## src/rtl/pong_timing_pkg.sv

```systemverilog
// Shared constants and types for the Pong horizontal/vertical timing chain.
package pong_timing_pkg;

  // Both counters are 9 bits wide, so a single axis never exceeds 512 counts.
  localparam int unsigned COUNT_W   = 9;
  localparam int unsigned MAX_TOTAL = 512;

  typedef logic [COUNT_W-1:0] count_t;

  // Default horizontal timing, in pixel clocks.
  localparam int unsigned DEF_H_TOTAL      = 455;
  localparam int unsigned DEF_H_SYNC_START = 32;
  localparam int unsigned DEF_H_SYNC_END   = 64;
  localparam int unsigned DEF_H_BLANK_END  = 80;

  // Default vertical timing, in lines.
  localparam int unsigned DEF_V_TOTAL      = 262;
  localparam int unsigned DEF_V_SYNC_START = 4;
  localparam int unsigned DEF_V_SYNC_END   = 8;
  localparam int unsigned DEF_V_BLANK_END  = 16;

  // Half-open window test: lo <= c < hi, unsigned.
  function automatic logic in_window(input count_t c, input count_t lo, input count_t hi);
    return (c >= lo) && (c < hi);
  endfunction

endpackage

```

## src/rtl/timing_axis.sv

```systemverilog
// One timing axis: a wrapping counter with enable plus registered blank and
// sync decodes. Every decode is taken from the next-state count so it lands
// in the same edge as the count itself.
module timing_axis
  import pong_timing_pkg::*;
#(
  parameter int unsigned TOTAL      = DEF_H_TOTAL,
  parameter int unsigned SYNC_START = DEF_H_SYNC_START,
  parameter int unsigned SYNC_END   = DEF_H_SYNC_END,
  parameter int unsigned BLANK_END  = DEF_H_BLANK_END
) (
  input  logic   i_clk,
  input  logic   i_reset,
  input  logic   i_en,
  output count_t o_count,
  output logic   o_next_tc,
  output logic   o_blank,
  output logic   o_blank_n,
  output logic   o_sync_n
);

  // Window ordering must hold and the count must fit in 9 bits.
  if (!((SYNC_START < SYNC_END) && (SYNC_END <= BLANK_END) &&
        (BLANK_END < TOTAL) && (TOTAL <= MAX_TOTAL))) begin : g_bad_params
    $error("timing_axis: illegal window/total parameters");
  end

  localparam count_t C_LAST       = count_t'(TOTAL - 1);
  localparam count_t C_SYNC_START = count_t'(SYNC_START);
  localparam count_t C_SYNC_END   = count_t'(SYNC_END);
  localparam count_t C_BLANK_END  = count_t'(BLANK_END);

  count_t r_count;
  logic   r_blank;
  logic   r_blank_n;
  logic   r_sync_n;
  count_t w_next;

  // Next count: hold when disabled, wrap from the last count to zero.
  always_comb begin
    w_next = r_count;
    if (i_en) begin
      if (r_count == C_LAST) begin
        w_next = '0;
      end else begin
        w_next = r_count + count_t'(1);
      end
    end
  end

  // Terminal count of the value that will be visible after this edge.
  assign o_next_tc = (w_next == C_LAST);

  // Count and decoded windows register together from the next-state count.
  always_ff @(posedge i_clk) begin
    if (i_reset) begin
      r_count   <= '0;
      r_blank   <= 1'b1;
      r_blank_n <= 1'b0;
      r_sync_n  <= 1'b1;
    end else begin
      r_count   <= w_next;
      r_blank   <= (w_next < C_BLANK_END);
      r_blank_n <= !(w_next < C_BLANK_END);
      r_sync_n  <= !in_window(w_next, C_SYNC_START, C_SYNC_END);
    end
  end

  assign o_count   = r_count;
  assign o_blank   = r_blank;
  assign o_blank_n = r_blank_n;
  assign o_sync_n  = r_sync_n;

endmodule

```

## src/rtl/pong_video_timing.sv

```systemverilog
// Pong H/V timing sequencer: two synchronous axes on mclk advanced by the
// pixel enable, with registered line/frame terminal strobes.
module pong_video_timing
  import pong_timing_pkg::*;
#(
  parameter int unsigned H_TOTAL      = DEF_H_TOTAL,
  parameter int unsigned V_TOTAL      = DEF_V_TOTAL,
  parameter int unsigned H_SYNC_START = DEF_H_SYNC_START,
  parameter int unsigned H_SYNC_END   = DEF_H_SYNC_END,
  parameter int unsigned H_BLANK_END  = DEF_H_BLANK_END,
  parameter int unsigned V_SYNC_START = DEF_V_SYNC_START,
  parameter int unsigned V_SYNC_END   = DEF_V_SYNC_END,
  parameter int unsigned V_BLANK_END  = DEF_V_BLANK_END
) (
  input  logic       mclk,
  input  logic       reset,
  input  logic       clk7_159,
  output logic [8:0] hcnt,
  output logic [8:0] vcnt,
  output logic       _hreset,
  output logic       _vreset,
  output logic       hblank,
  output logic       _hblank,
  output logic       _hsync,
  output logic       vblank,
  output logic       _vblank,
  output logic       _vsync
);

  logic r_hreset_n;
  logic r_vreset_n;
  logic w_h_next_tc;
  logic w_v_next_tc;
  logic w_v_en;

  // r_hreset_n is low exactly while hcnt sits on its last count, so this
  // enable fires only on the pixel edge where the line wraps.
  assign w_v_en = clk7_159 & ~r_hreset_n;

  timing_axis #(
    .TOTAL      (H_TOTAL),
    .SYNC_START (H_SYNC_START),
    .SYNC_END   (H_SYNC_END),
    .BLANK_END  (H_BLANK_END)
  ) u_h_axis (
    .i_clk     (mclk),
    .i_reset   (reset),
    .i_en      (clk7_159),
    .o_count   (hcnt),
    .o_next_tc (w_h_next_tc),
    .o_blank   (hblank),
    .o_blank_n (_hblank),
    .o_sync_n  (_hsync)
  );

  timing_axis #(
    .TOTAL      (V_TOTAL),
    .SYNC_START (V_SYNC_START),
    .SYNC_END   (V_SYNC_END),
    .BLANK_END  (V_BLANK_END)
  ) u_v_axis (
    .i_clk     (mclk),
    .i_reset   (reset),
    .i_en      (w_v_en),
    .o_count   (vcnt),
    .o_next_tc (w_v_next_tc),
    .o_blank   (vblank),
    .o_blank_n (_vblank),
    .o_sync_n  (_vsync)
  );

  // Terminal strobes from next-state counts; vcnt cannot change on an edge
  // that lands on the last hcnt, so both next-state flags are coherent.
  always_ff @(posedge mclk) begin
    if (reset) begin
      r_hreset_n <= 1'b1;
      r_vreset_n <= 1'b1;
    end else begin
      r_hreset_n <= ~w_h_next_tc;
      r_vreset_n <= ~(w_h_next_tc & w_v_next_tc);
    end
  end

  assign _hreset = r_hreset_n;
  assign _vreset = r_vreset_n;

endmodule

```

## config.mk

```make
export PLATFORM = sky130hd
export DESIGN_NAME = pong_video_timing
export DESIGN_NICKNAME = d
export VERILOG_FILES = /design/src/rtl/pong_timing_pkg.sv /design/src/rtl/timing_axis.sv /design/src/rtl/pong_video_timing.sv
export SDC_FILE = /design/constraint.sdc
export NUM_CORES = 1
export LEC_CHECK = 0
export ABC_AREA = 1
export ABC_CLOCK_PERIOD_IN_PS = 3380
export BUFFER_PORTS_ARGS = -buffer_cell sky130_fd_sc_hd__buf_2
export CORE_MARGIN = 2
export CORE_UTILIZATION = 25
export DETAILED_ROUTE_END_ITERATION = 16
export PLACE_DENSITY_LB_ADDON = 0.15
export SLEW_MARGIN = 10
export SYNTH_ARGS = -nofsm -noshare
export SYNTH_HDL_FRONTEND = slang
export SYNTH_SLANG_ARGS = --single-unit
export TNS_END_PERCENT = 5
```

## constraint.sdc

```tcl
create_clock -name mclk -period 3.38 [get_ports mclk]
set_clock_uncertainty 0.05 [all_clocks]
set_input_delay 0.676 -clock mclk [delete_from_list [all_inputs] [get_ports mclk]]
set_output_delay 0.676 -clock mclk [all_outputs]
set_load 0.05 [all_outputs]
```

; ---- Yosys cells after proc, flatten, opt, wreduce, memory -nomap -nowiden
; Cells that the tools add are included.
[totals]
ff_bits = 26
latch_bits = 0
ramBits = 0
romBits = 0
in_bits = 3
memories = 0
[classes]
addsub = 2
mul = 0
div_mod_pow = 0
magnitude_cmp = 6
eq_ne = 4
n_shift = 0
mux = 4
n_bitwise = 5
n_reduce_logical = 6
[op_table]
columns = cell, count
row1 = $eq 9x9->1 const B, 4
row2 = $mux 9, 4
row3 = $add 9x1->9 const B, 2
row4 = $lt 9x7->1 const B, 2
row5 = $ge 9x3->1 const B, 1
row6 = $ge 9x6->1 const B, 1
row7 = $lt 9x4->1 const B, 1
row8 = $lt 9x5->1 const B, 1
row9 = $logic_not 1->1, 4
row10 = $not 1->1, 3
row11 = $and 1x1->1, 2
row12 = $logic_and 1x1->1, 2

; ---- Longest topological paths before layout
; Gate-level depths: netlist (run 1).
[depth]
word_depth = 6
ltp_mapped = 12
mapped_depth_nobuf = 12

; ---- Hierarchy
; From an unflattened synthesis (run 1), not the netlist that was laid out.
[unflattened]
cells_unflattened = 207
hier_area_um2 = 1430.1
[modules_own_cells]
columns = mod, n_inst, cells_per_inst, area_per_inst_um2, seq_area_each_um2
row1 = timing_axis (u_h_axis), 1, 110, 714.4, 240.2
row2 = timing_axis (u_v_axis), 1, 90, 648.1, 240.2
row3 = pong_video_timing, 1, 7, 67.6, 40.0

; ---- Worst setup path after synthesis (run 1)
; No wires, ideal clock.
[synth_path]
path_kind = register -> register
startpoint = register u_v_axis.r_count[0], in the netlist u_v_axis.o_count[0]
endpoint = register u_v_axis.r_blank_n, in the netlist u_v_axis.o_blank_n
t_arrival_ps = 1849
required_time_ps = 3220
slack_ps = 1370
path_stages_with_launch = 11
n_path_buf = 0
synth_period_minus_slack_ps = 2010
path_cell_list = dfxtp_1 -> ha_1 -> nand4_1 -> nor2_1 -> nand2_1 -> xor2_1 -> nand2_1 -> nor2_1 -> nand2_1 -> nand2_1 -> inv_1
[synth_via]
elab_chain_cells = 5
[synth_rtl]
columns = item, line_no
row1 = from (decl), timing_axis.sv:33  ; count_t r_count;
row2 = from (signal assigned), timing_axis.sv:62  ; r_count <= w_next;
row3 = $add 9x1->9 or $eq 9x9->1 (tied branches), "timing_axis.sv:46, timing_axis.sv:43"
row4 = $mux 9, timing_axis.sv:43  ; if (r_count == C_LAST) begin
row5 = $mux 9 *, timing_axis.sv:42  ; if (i_en) begin
row6 = $lt 9x5->1 *, timing_axis.sv:64  ; r_blank_n <= !(w_next < C_BLANK_END);
row7 = $logic_not 1->1 *, timing_axis.sv:64
row8 = to (signal assigned), timing_axis.sv:64
row9 = to (decl), timing_axis.sv:35  ; logic r_blank_n;
; Every way passes the cells marked *; elsewhere a longest branch is shown, timed or not.
; A chain may end at the register's enable or synchronous reset.

; ---- Worst setup path after layout (run 1)
[layout_path]
startpoint = input port clk7_159
endpoint = register u_v_axis.r_blank_n, in the netlist u_v_axis.o_blank_n
[layout_via]
elab_chain_cells = 4
[layout_rtl]
columns = item, line_no
row1 = from (decl), pong_video_timing.sv:17  ; input logic clk7_159,
row2 = $and 1x1->1, pong_video_timing.sv:38  ; assign w_v_en = clk7_159 & ~r_hreset_n;
row3 = $mux 9, timing_axis.sv:42
row4 = $lt 9x5->1, timing_axis.sv:64
row5 = $logic_not 1->1, timing_axis.sv:64
; Every way passes these cells.

==> metrics.cfg, run 1 <==
[clocking]
cts_resized = 0
clkTransAtPathRegs_ns = 0.10
post_cts_buffers = 0
clock_path_buffers = 2
clkLatencyLatePin_ns = 0.27
clock-sinks = 26
cts_tree = done
cts_buffers = 3
cts-hold-fix-buffers = 0
ctsHtreeMaxLevel = 1
root_buffer = clkbuf_8

[floorplan]
ios = 29
die_x_microns = 79.8
rows = 27
fp.dieH_microns = 79.8
core_area_sq_mm = 0.00554
start_util = 0.259
die_area_sq_mm = 0.00636

[timing]
fmax_ghz = 0.516
hold_viol_final = 0
setup_violations = 0
fin_crit_sh = 0.574
finalMaxSlewViolations = 0
tightest_slew_ns = 0.410
tns_ns = 0
final.min_clock_period_ns = 1.94
slew_headroom = 0.727
rsz0062_at_grt = false

[final_layout]
final_common_cell = nand2_1
area_delta_synth_final_pct = 18.3
layout_common_cells = nand2_1, inv_1, buf_2, nor2_1, dfxtp_1
drive_gt1_frac = 0.238
fin_cells = 311
diodes = 0
fin_nets = 247

[power_and_ir_drop]
leakage_nw = 0.863
peakVddDrop_mv = 0.180
power.density_mw_per_mm2 = 322

[synth]
syn_area_per_cell_sq_um = 6.83
synth.distinct_cells = 27
yosysWarnings = 0
yosysSeqAreaShare = 0.363
syn_area_sq_mm = 0.00144
synth_cells = 210
synthTopCellsByArea = dfxtp_1, nand2_1, inv_1, nor2_1, nand3_2
synth_top_area_cell = dfxtp_1
synthesis.nets = 217
synth_top_area_share = 0.363
synth_seq_cells = 26

[critical_path]
required_ns = 3.51
critPathKind = in -> reg
crit_path_end_kind = flip-flop
crit_fanout = 12
crit_path_start_kind = input port
arrival_ns = 2.07
worstRegToRegCells = 10

[min_path]
hp-class = reg -> reg
holdPathStages = 2

[global_routing]
grtUsageMet2 = 0.167
antenna_found_initial = 0
grt_overflow = 0
grt_util_met1 = 0.166
grt_pass1_wl_microns = 5710
grt_max_degree = 18
track_usage = 0.114
grt_pass1_vias = 1209
busiest_layer = met2
gr-usage-met3 = 0.0204

[outcome]
status = complete, no violations

[place]
portBuffers = 28
dp.cells = 307
routabilityCongestion = 0.799
dp_hpwl_microns = 2600

[route]
drt-pass1-iter-count = 4
drtAntennaViolNets = 0
drt_wl_total_microns = 3380
wl_per_cell_microns = 10.9
routed-via-count = 1288
avgViaCountPerCell = 4.14
drt_iter0_drc = 72
remaining_drc_errors = 0

[run]
max_cap_viol_count = 0

-- metal layers --
layer | vias up | part of all wire
li1 | 701 | -
met3 | 2 | 0.049
met1 | 551 | 0.53
met4 | 0 | 0.010
met5 | - | 0
met2 | 34 | 0.41
-- report_power, final --
part	leakage (nW)	internal (mW)	switching [mW]
Clock	0.0288	0.104	0.104
Sequential	0.210	0.308	0.00239
Combinational	0.624	0.00657	0.0215
Total	0.863	0.419	0.128
-- sequential cells by signal, indices dropped and copies added, names as in the netlist --
name,count
u_h_axis.o_blank_n,1
_vreset,1
_hreset,1
u_v_axis.o_blank,1
u_v_axis.o_count,9
u_h_axis.o_sync_n,1
u_v_axis.o_blank_n,1
u_h_axis.o_blank,1
u_h_axis.o_count,9
u_v_axis.o_sync_n,1
-- critical path, cell delays in order --
cell	delay [ns]
buf_2	0.26
nand4_1	0.19
nor2_1	0.23
nand2_1	0.11
xor2_1	0.19
nand2_1	0.10
nor2_1	0.13
nand2_1	0.06
nand2_1	0.08
inv_1	0.04
-- through the flow --
step | hold WS [ns] | instance area (sq um) | total power, mW | worst slack, ns | utilization
final | 0.508 | 1700 | 0.546 | 1.44 | 0.306
after floorplan | 0.703 | 1440 | 0.340 | 1.37 | -
after detailed placement | 0.495 | 1640 | 0.346 | 1.13 | 0.297
after global routing | 0.565 | 1700 | 0.573 | 1.19 | 0.306
after CTS | 0.511 | 1700 | 0.557 | 1.43 | 0.306
after global placement | 0.501 | 1640 | 0.346 | 1.21 | 0.297
-- synthesized netlist by cell type (all sizes together) --
cell type and count:
o21bai 1, clkbuf 1, nor2 37, nor3 2, xor2 2, o21ai 6, o21a 1, o211ai 1
nand3 17, a21oi 3, inv 38, nand2 63, buf 2, nand4 6, dfxtp 26, ha 4
-- worst paths after layout --
path / slack (ns) / from / end
worst min register to register: 0.51 / u_h_axis.o_count[1] / u_h_axis.o_count[1]
worst max register to register: 1.52 / u_v_axis.o_count[0] / u_v_axis.o_blank_n
worst min-delay path: 0.51 / u_h_axis.o_count[1] / u_h_axis.o_count[1]
worst max-delay path: 1.44 / clk7_159 / u_v_axis.o_blank_n
-- layout make-up --
cell class	instances	area, sq um
Clock buffer	4	55.1
Fill cell	636	3840
Inverter	38	143
Multi-Input combinational cell	143	749
Sequential cell	26	520
Tap cell	72	90.1
Timing Repair Buffer	28	140
-- cell families after synthesis --
kind of cell,synth area share
buffers and inverters,0.115
flip-flops,0.363
AO/OA/AOI/OAI,0.0584
XOR/XNOR,0.0122
adder cells (fa/ha/maj),0.0349
AND/OR/NAND/NOR,0.417
Note: power is estimated with default switching activity, not from simulation.
==> inputs of run 2 (changes only) <==
Settings changed: ABC_CLOCK_PERIOD_IN_PS 3380 to 2000.
Clock period 3.38 ns to 2 ns, I/O delays scaled along.
==> run 2 against run 1 <==
Effect of this change:
- count of clock-buffer cells in the layout fell by 1
- final area grew 2.1%
- final cell count is 0.64% higher
- utilization rose by 0.65 points
- clock power up 110%
- hold slack worse by 0.024 ns
- sequential power up 69%
- via count up 2.5%
- first-iteration DRC count shrank 21%
- setup slack lost 1.2 ns
- critical path depth is 2 higher
==> metrics.cfg, run 2 (synthesis gave the netlist of run 1 again) <==
[timing]
hold_viol_final = 0  ; unchanged
setup_violations = 0  ; unchanged
rsz0062_at_grt = false
fin_crit_sh = 0.886
tightest_slew_ns = 0.416  ; +0.00689 ns
finalMaxSlewViolations = 0  ; unchanged
fmax_ghz = 0.565
worst_slack_ns = 0.229  ; -1.21 ns
tns_ns = 0  ; unchanged
final.min_clock_period_ns = 1.77
slew_headroom = 0.722  ; -0.00460

[route]
drt_wl_total_microns = 3490  ; +3.1%
remaining_drc_errors = 0  ; unchanged
drtAntennaViolNets = 0  ; unchanged
drt-pass1-iter-count = 4  ; unchanged
avgViaCountPerCell = 4.22  ; +1.8%
wl_per_cell_microns = 11.1  ; +2.4%
drt_iter0_drc = 57  ; -21%
routed-via-count = 1320  ; +2.5%

[floorplan]
fp.dieH_microns = 79.8  ; unchanged
ios = 29  ; unchanged
rows = 27  ; unchanged
die_x_microns = 79.8  ; unchanged
core_area_sq_mm = 0.00554  ; unchanged
start_util = 0.259  ; unchanged
die_area_sq_mm = 0.00636  ; unchanged

[clocking]
cts_tree = done
clkLatencyLatePin_ns = 0.27  ; about the same
post_cts_buffers = 0  ; unchanged
cts-hold-fix-buffers = 0  ; unchanged
clock_path_buffers = 2  ; unchanged
cts_buffers = 3  ; unchanged
clock-sinks = 26  ; unchanged
clkTransAtPathRegs_ns = 0.10  ; about the same
cts_resized = 0  ; unchanged
root_buffer = clkbuf_8
ctsHtreeMaxLevel = 1  ; unchanged

[power_and_ir_drop]
power.density_mw_per_mm2 = 587  ; +83%
p_clk_frac = 0.439  ; +0.058
p_seq_frac = 0.515  ; -0.053
netSwitchingFraction = 0.215  ; -0.0182
leakage_nw = 0.882  ; +2.2%
p_switching_uw = 219  ; +72%
comb_power_share = 0.046  ; -0.005
peakVddDrop_mv = 0.237  ; +32%
internal_power_uw = 799  ; +91%

[outcome]
status = complete, no violations

[place]
dp.cells = 309  ; +0.65%
dpl_cell_area_sq_mm = 0.00166  ; +0.99%
dp_hpwl_microns = 2670  ; +2.8%
pre_cts_slack_ns = 0.0558  ; -1.08 ns
portBuffers = 28  ; unchanged
routabilityCongestion = 0.796  ; -0.35%

[global_routing]
grt_max_degree = 18  ; unchanged
grt_pass1_wl_microns = 5770  ; +1.1%
track_usage = 0.117  ; +0.00332
antenna_found_initial = 0  ; unchanged
grt_overflow = 0  ; unchanged
grt_pass1_vias = 1269  ; +5.0%

[final_layout]
layout_common_cells = nand2_1, inv_1, buf_2, nor2_1, dfxtp_1
fin_cells = 313  ; +0.64%
fin_nets = 249  ; +0.81%
drive_gt1_frac = 0.257  ; +0.0188
fin_util = 0.313  ; +0.00655
final_common_cell = nand2_1
diodes = 0  ; unchanged
stdcell_area_sq_mm = 0.00173  ; +2.1%
area_delta_synth_final_pct = 20.8

[critical_path]
arrival_ns = 1.89  ; -0.18 ns
crit_path_start_kind = flip-flop
critPathKind = reg -> reg
crit_path_end_kind = flip-flop
crit_fanout = 5  ; -7
required_ns = 2.12  ; -1.39 ns

[run]
max_cap_viol_count = 0  ; unchanged

[min_path]
hp-class = in -> reg

==> run 2: changes by cell type in the layout (fill, tap and decap cells not counted), sizes merged <==
cell	previous run	this run
clkbuf	4	3
buf	28	30
bufinv	0	1
==> run 2: routing by layer <==
layer / track usage / vias to the layer above / part of all wire
met2: 0.184 / 24 / 0.43
li1: - / 703 / -
met3: 0.0249 / 2 / 0.043
met5: 0 / - / 0
met4: 0.0441 / 0 / 0.012
met1: 0.158 / 591 / 0.51
==> run 2: power groups by stage <==
stage	Combinational [mW]	Clock [mW]	Sequential (mW)
after floorplan	0.0282	0	0.547
after global placement	0.0474	0	0.537
after detailed placement	0.0474	0	0.537
after CTS	0.0474	0.461	0.525
after global routing	0.0526	0.490	0.526
final	0.0467	0.447	0.525
==> run 2: area by class of cell <==
| type | instances | area, sq um |
|---|---|---|
| clock inverters | 1 | 30.0 |
| clock buffers | 3 | 41.3 |
| fillers | 639 | 3810 |
| well taps | 72 | 90.1 |
| inverters | 38 | 143 |
| flip-flops and latches | 26 | 523 |
| repair buffers | 30 | 155 |
| multi-input cells | 143 | 752 |
==> run 2: critical path, stage by stage, from the launching register on <==
cell and delay, ns:
dfxtp_1 0.42, inv_1 0.08, ha_1 0.22, nand2_1 0.07
nor2_1 0.05, nand3_2 0.14, nand2_1 0.08, inv_1 0.06
nand2_1 0.05, nor2_1 0.15, nand3_1 0.11, nor2_2 0.12
nand3_1 0.08
==> run 2: final timing paths <==
check                 startpoint                   to  slack, ns  depth (start not counted)
max          u_h_axis.o_count[0]              _vreset       0.23                         12
min                        reset  u_h_axis.o_count[4]       0.48                          2
max reg2reg  u_h_axis.o_count[0]              _vreset       0.23                         12
min reg2reg  u_h_axis.o_count[1]  u_h_axis.o_count[1]       0.51                          2
==> run 2: per-stage QoR <==
step	total power [mW]	hold WS [ns]
floorplan	0.575	0.583
global placement	0.584	0.498
detailed placement	0.584	0.501
CTS	1.03	0.481
global route	1.07	0.495
finish	1.02	0.484
==> inputs of run 3 (changes only) <==
Settings changed: PLACE_DENSITY_LB_ADDON 0.15 to 0.25.
==> run 3 against run 2 <==
Effect of this change:
- critical path depth down 2
- final area down 1.4%
- hold slack worse by 0.011 ns
- routed wire length down 6.1%
- register-to-register slack better by 0.02 ns
- combinational power about the same
- sequential power about the same
- final cell count down 0.32%
- die area unchanged
- fmax up 1.3%
- critical path type unchanged
- critical endpoint is now u_v_axis.o_blank_n
- largest cell class unchanged
- largest power group unchanged
==> metrics.cfg, run 3 (synthesis gave the netlist of run 1 again) <==
[route]
drt_iter0_drc = 51  ; -11%
drt-pass1-iter-count = 4  ; unchanged
drtAntennaViolNets = 0  ; unchanged
avgViaCountPerCell = 4.11  ; -2.6%
drt_wl_total_microns = 3280  ; -6.1%
wl_per_cell_microns = 10.5  ; -5.8%
remaining_drc_errors = 0  ; unchanged
routed-via-count = 1281  ; -3.0%

[critical_path]
crit_fanout = 5  ; unchanged
crit_chain = ha_1 > nand4_1 > nor2_2 > nand2_1 > xor2_1 > nand2_1 > nor2_1 > nand2_1 > nand2_1 > inv_1
crit_path_end_kind = flip-flop
crit_path_start_kind = flip-flop
critPathKind = reg -> reg
r2r-end = u_v_axis.o_blank_n
worstRegToRegCells = 10  ; -2
r2r_slack_ns = 0.25  ; +0.02 ns
critPathBufInv = 1  ; -1
cp_slowest_cell = dfxtp_2
cp_common_cell = nand2_1
arrival_ns = 1.88  ; about the same
r2r_start = u_v_axis.o_count[0]
critical_path.top_delay_family = simple AND/OR/NAND/NOR gates
max_stage_delay_ns = 0.39  ; -0.03 ns
required_ns = 2.13  ; about the same

[final_layout]
fin_util = 0.309  ; -0.00429
layout_common_cells = nand2_1, inv_1, buf_2, nor2_1, dfxtp_1
diodes = 0  ; unchanged
seq_area_sq_um = 523  ; unchanged
drive_gt1_frac = 0.254  ; -0.00309
final_common_cell = nand2_1
fin_cells = 312  ; -0.32%
fin_nets = 248  ; -0.40%
multi_input_area_sq_um = 752  ; unchanged
fill_cells = 641  ; +0.31%
stdcell_area_sq_mm = 0.00171  ; -1.4%
area_delta_synth_final_pct = 19.2

[floorplan]
ios = 29  ; unchanged
rows = 27  ; unchanged
core_area_sq_mm = 0.00554  ; unchanged
start_util = 0.259  ; unchanged
die_x_microns = 79.8  ; unchanged
die_area_sq_mm = 0.00636  ; unchanged
fp.dieH_microns = 79.8  ; unchanged

[clocking]
root_buffer = clkbuf_8
cts-hold-fix-buffers = 0  ; unchanged
cts_tree = done
clkLatencyLatePin_ns = 0.28  ; about the same
cts_buffers = 3  ; unchanged
ctsHtreeMaxLevel = 1  ; unchanged
clock_path_buffers = 2  ; unchanged
clkTransAtPathRegs_ns = 0.10  ; about the same
clock-sinks = 26  ; unchanged

[timing]
fmax_ghz = 0.572  ; +1.3%
tightest_slew_ns = 0.406  ; -0.0108 ns
finalMaxSlewViolations = 0  ; unchanged
final.min_clock_period_ns = 1.75  ; -0.0219 ns
setup_violations = 0  ; unchanged
fin_crit_sh = 0.875  ; -0.0110
rsz0062_at_grt = false
hold_viol_final = 0  ; unchanged
slew_headroom = 0.730  ; +0.00721
tns_ns = 0  ; unchanged

[place]
dpl_cell_area_sq_mm = 0.00165  ; -0.45%
routabilityCongestion = 0.861  ; +8.1%
portBuffers = 28  ; unchanged
dp.cells = 308  ; -0.32%
dp_hpwl_microns = 2520  ; -5.5%

[run]
max_cap_viol_count = 0  ; unchanged

[global_routing]
antenna_found_initial = 0  ; unchanged
busiest_layer = met2
grt_overflow = 0  ; unchanged
track_usage = 0.113  ; -0.00408
grt_util_met1 = 0.161  ; +0.00323
grt_pass1_vias = 1245  ; -1.9%
grt_pass1_wl_microns = 5650  ; -2.0%
grtUsageMet2 = 0.171  ; -0.0126
gr-usage-met3 = 0.0192  ; -0.00566
grt_max_degree = 18  ; unchanged

[power_and_ir_drop]
peakVddDrop_mv = 0.315  ; +33%
leakage_nw = 0.870  ; -1.4%
power.density_mw_per_mm2 = 543  ; -7.6%

[min_path]
hold_start = reset
holdPathEnd = u_h_axis.o_count[4]
holdPathStages = 2  ; unchanged
hp-class = in -> reg

[outcome]
status = complete, no violations

==> run 3: area by class of cell <==
| class | instances | share of cell area |
|---|---|---|
| multi-input cells | 143 | 0.440 |
| flip-flops and latches | 26 | 0.306 |
| repair buffers | 29 | 0.0863 |
| inverters | 38 | 0.0834 |
| well taps | 72 | 0.0527 |
| clock buffers | 4 | 0.0322 |
==> run 3: power breakdown <==
group	switching [mW]	internal [mW]
combinational	0.0354	0.0110
clock	0.180	0.177
sequential	0.00449	0.520
total	0.220	0.708
==> run 3: timing repair <==
action	4_1_cts	5_1_grt
setup buffers	0	0
gates resized for setup	0	2
endpoints found under the hold margin	0	0
setup endpoints to repair	0	1
==> run 3: how the worst max path moves through the flow <==
stage                         endpoint                start  cells past startpoint
finish              u_v_axis.o_blank_n  u_v_axis.o_count[0]                     10
global route        u_v_axis.o_blank_n  u_v_axis.o_count[0]                     10
CTS                 u_v_axis.o_blank_n  u_v_axis.o_count[1]                     10
detailed placement  u_v_axis.o_blank_n             clk7_159                     10
global placement    u_v_axis.o_blank_n             clk7_159                     10
floorplan           u_v_axis.o_blank_n  u_v_axis.o_count[1]                     10
==> run 3: per-layer routing <==
metal | vias to the layer above | wire (microns) | part of all wire
li1 | 703 | - | -
met1 | 547 | 1730 | 0.53
met2 | 29 | 1410 | 0.43
met3 | 2 | 107 | 0.033
met4 | 0 | 25 | 0.0076
met5 | - | 0 | 0
==> run 3: per-stage QoR <==
step / hold slack (ns) / setup slack, ns / power (mW)
after CTS: 0.477 / 0.173 / 0.942
after global routing: 0.495 / 0.0128 / 0.969
after detailed placement: 0.507 / 0.0619 / 0.584
after floorplan: 0.583 / 0.00698 / 0.575
after global placement: 0.501 / 0.109 / 0.584
final: 0.472 / 0.251 / 0.928
==> run 3: worst reg2reg max path: cells and delay by family (launching register included) <==
| family | cells | cell delay [ns] |
|---|---|---|
| DFF | 1 | 0.39 |
| adders and majority gates | 1 | 0.18 |
| buffers and inverters | 1 | 0.04 |
| xor gates and xnor gates | 1 | 0.18 |
| and+or+nand+nor | 7 | 0.82 |
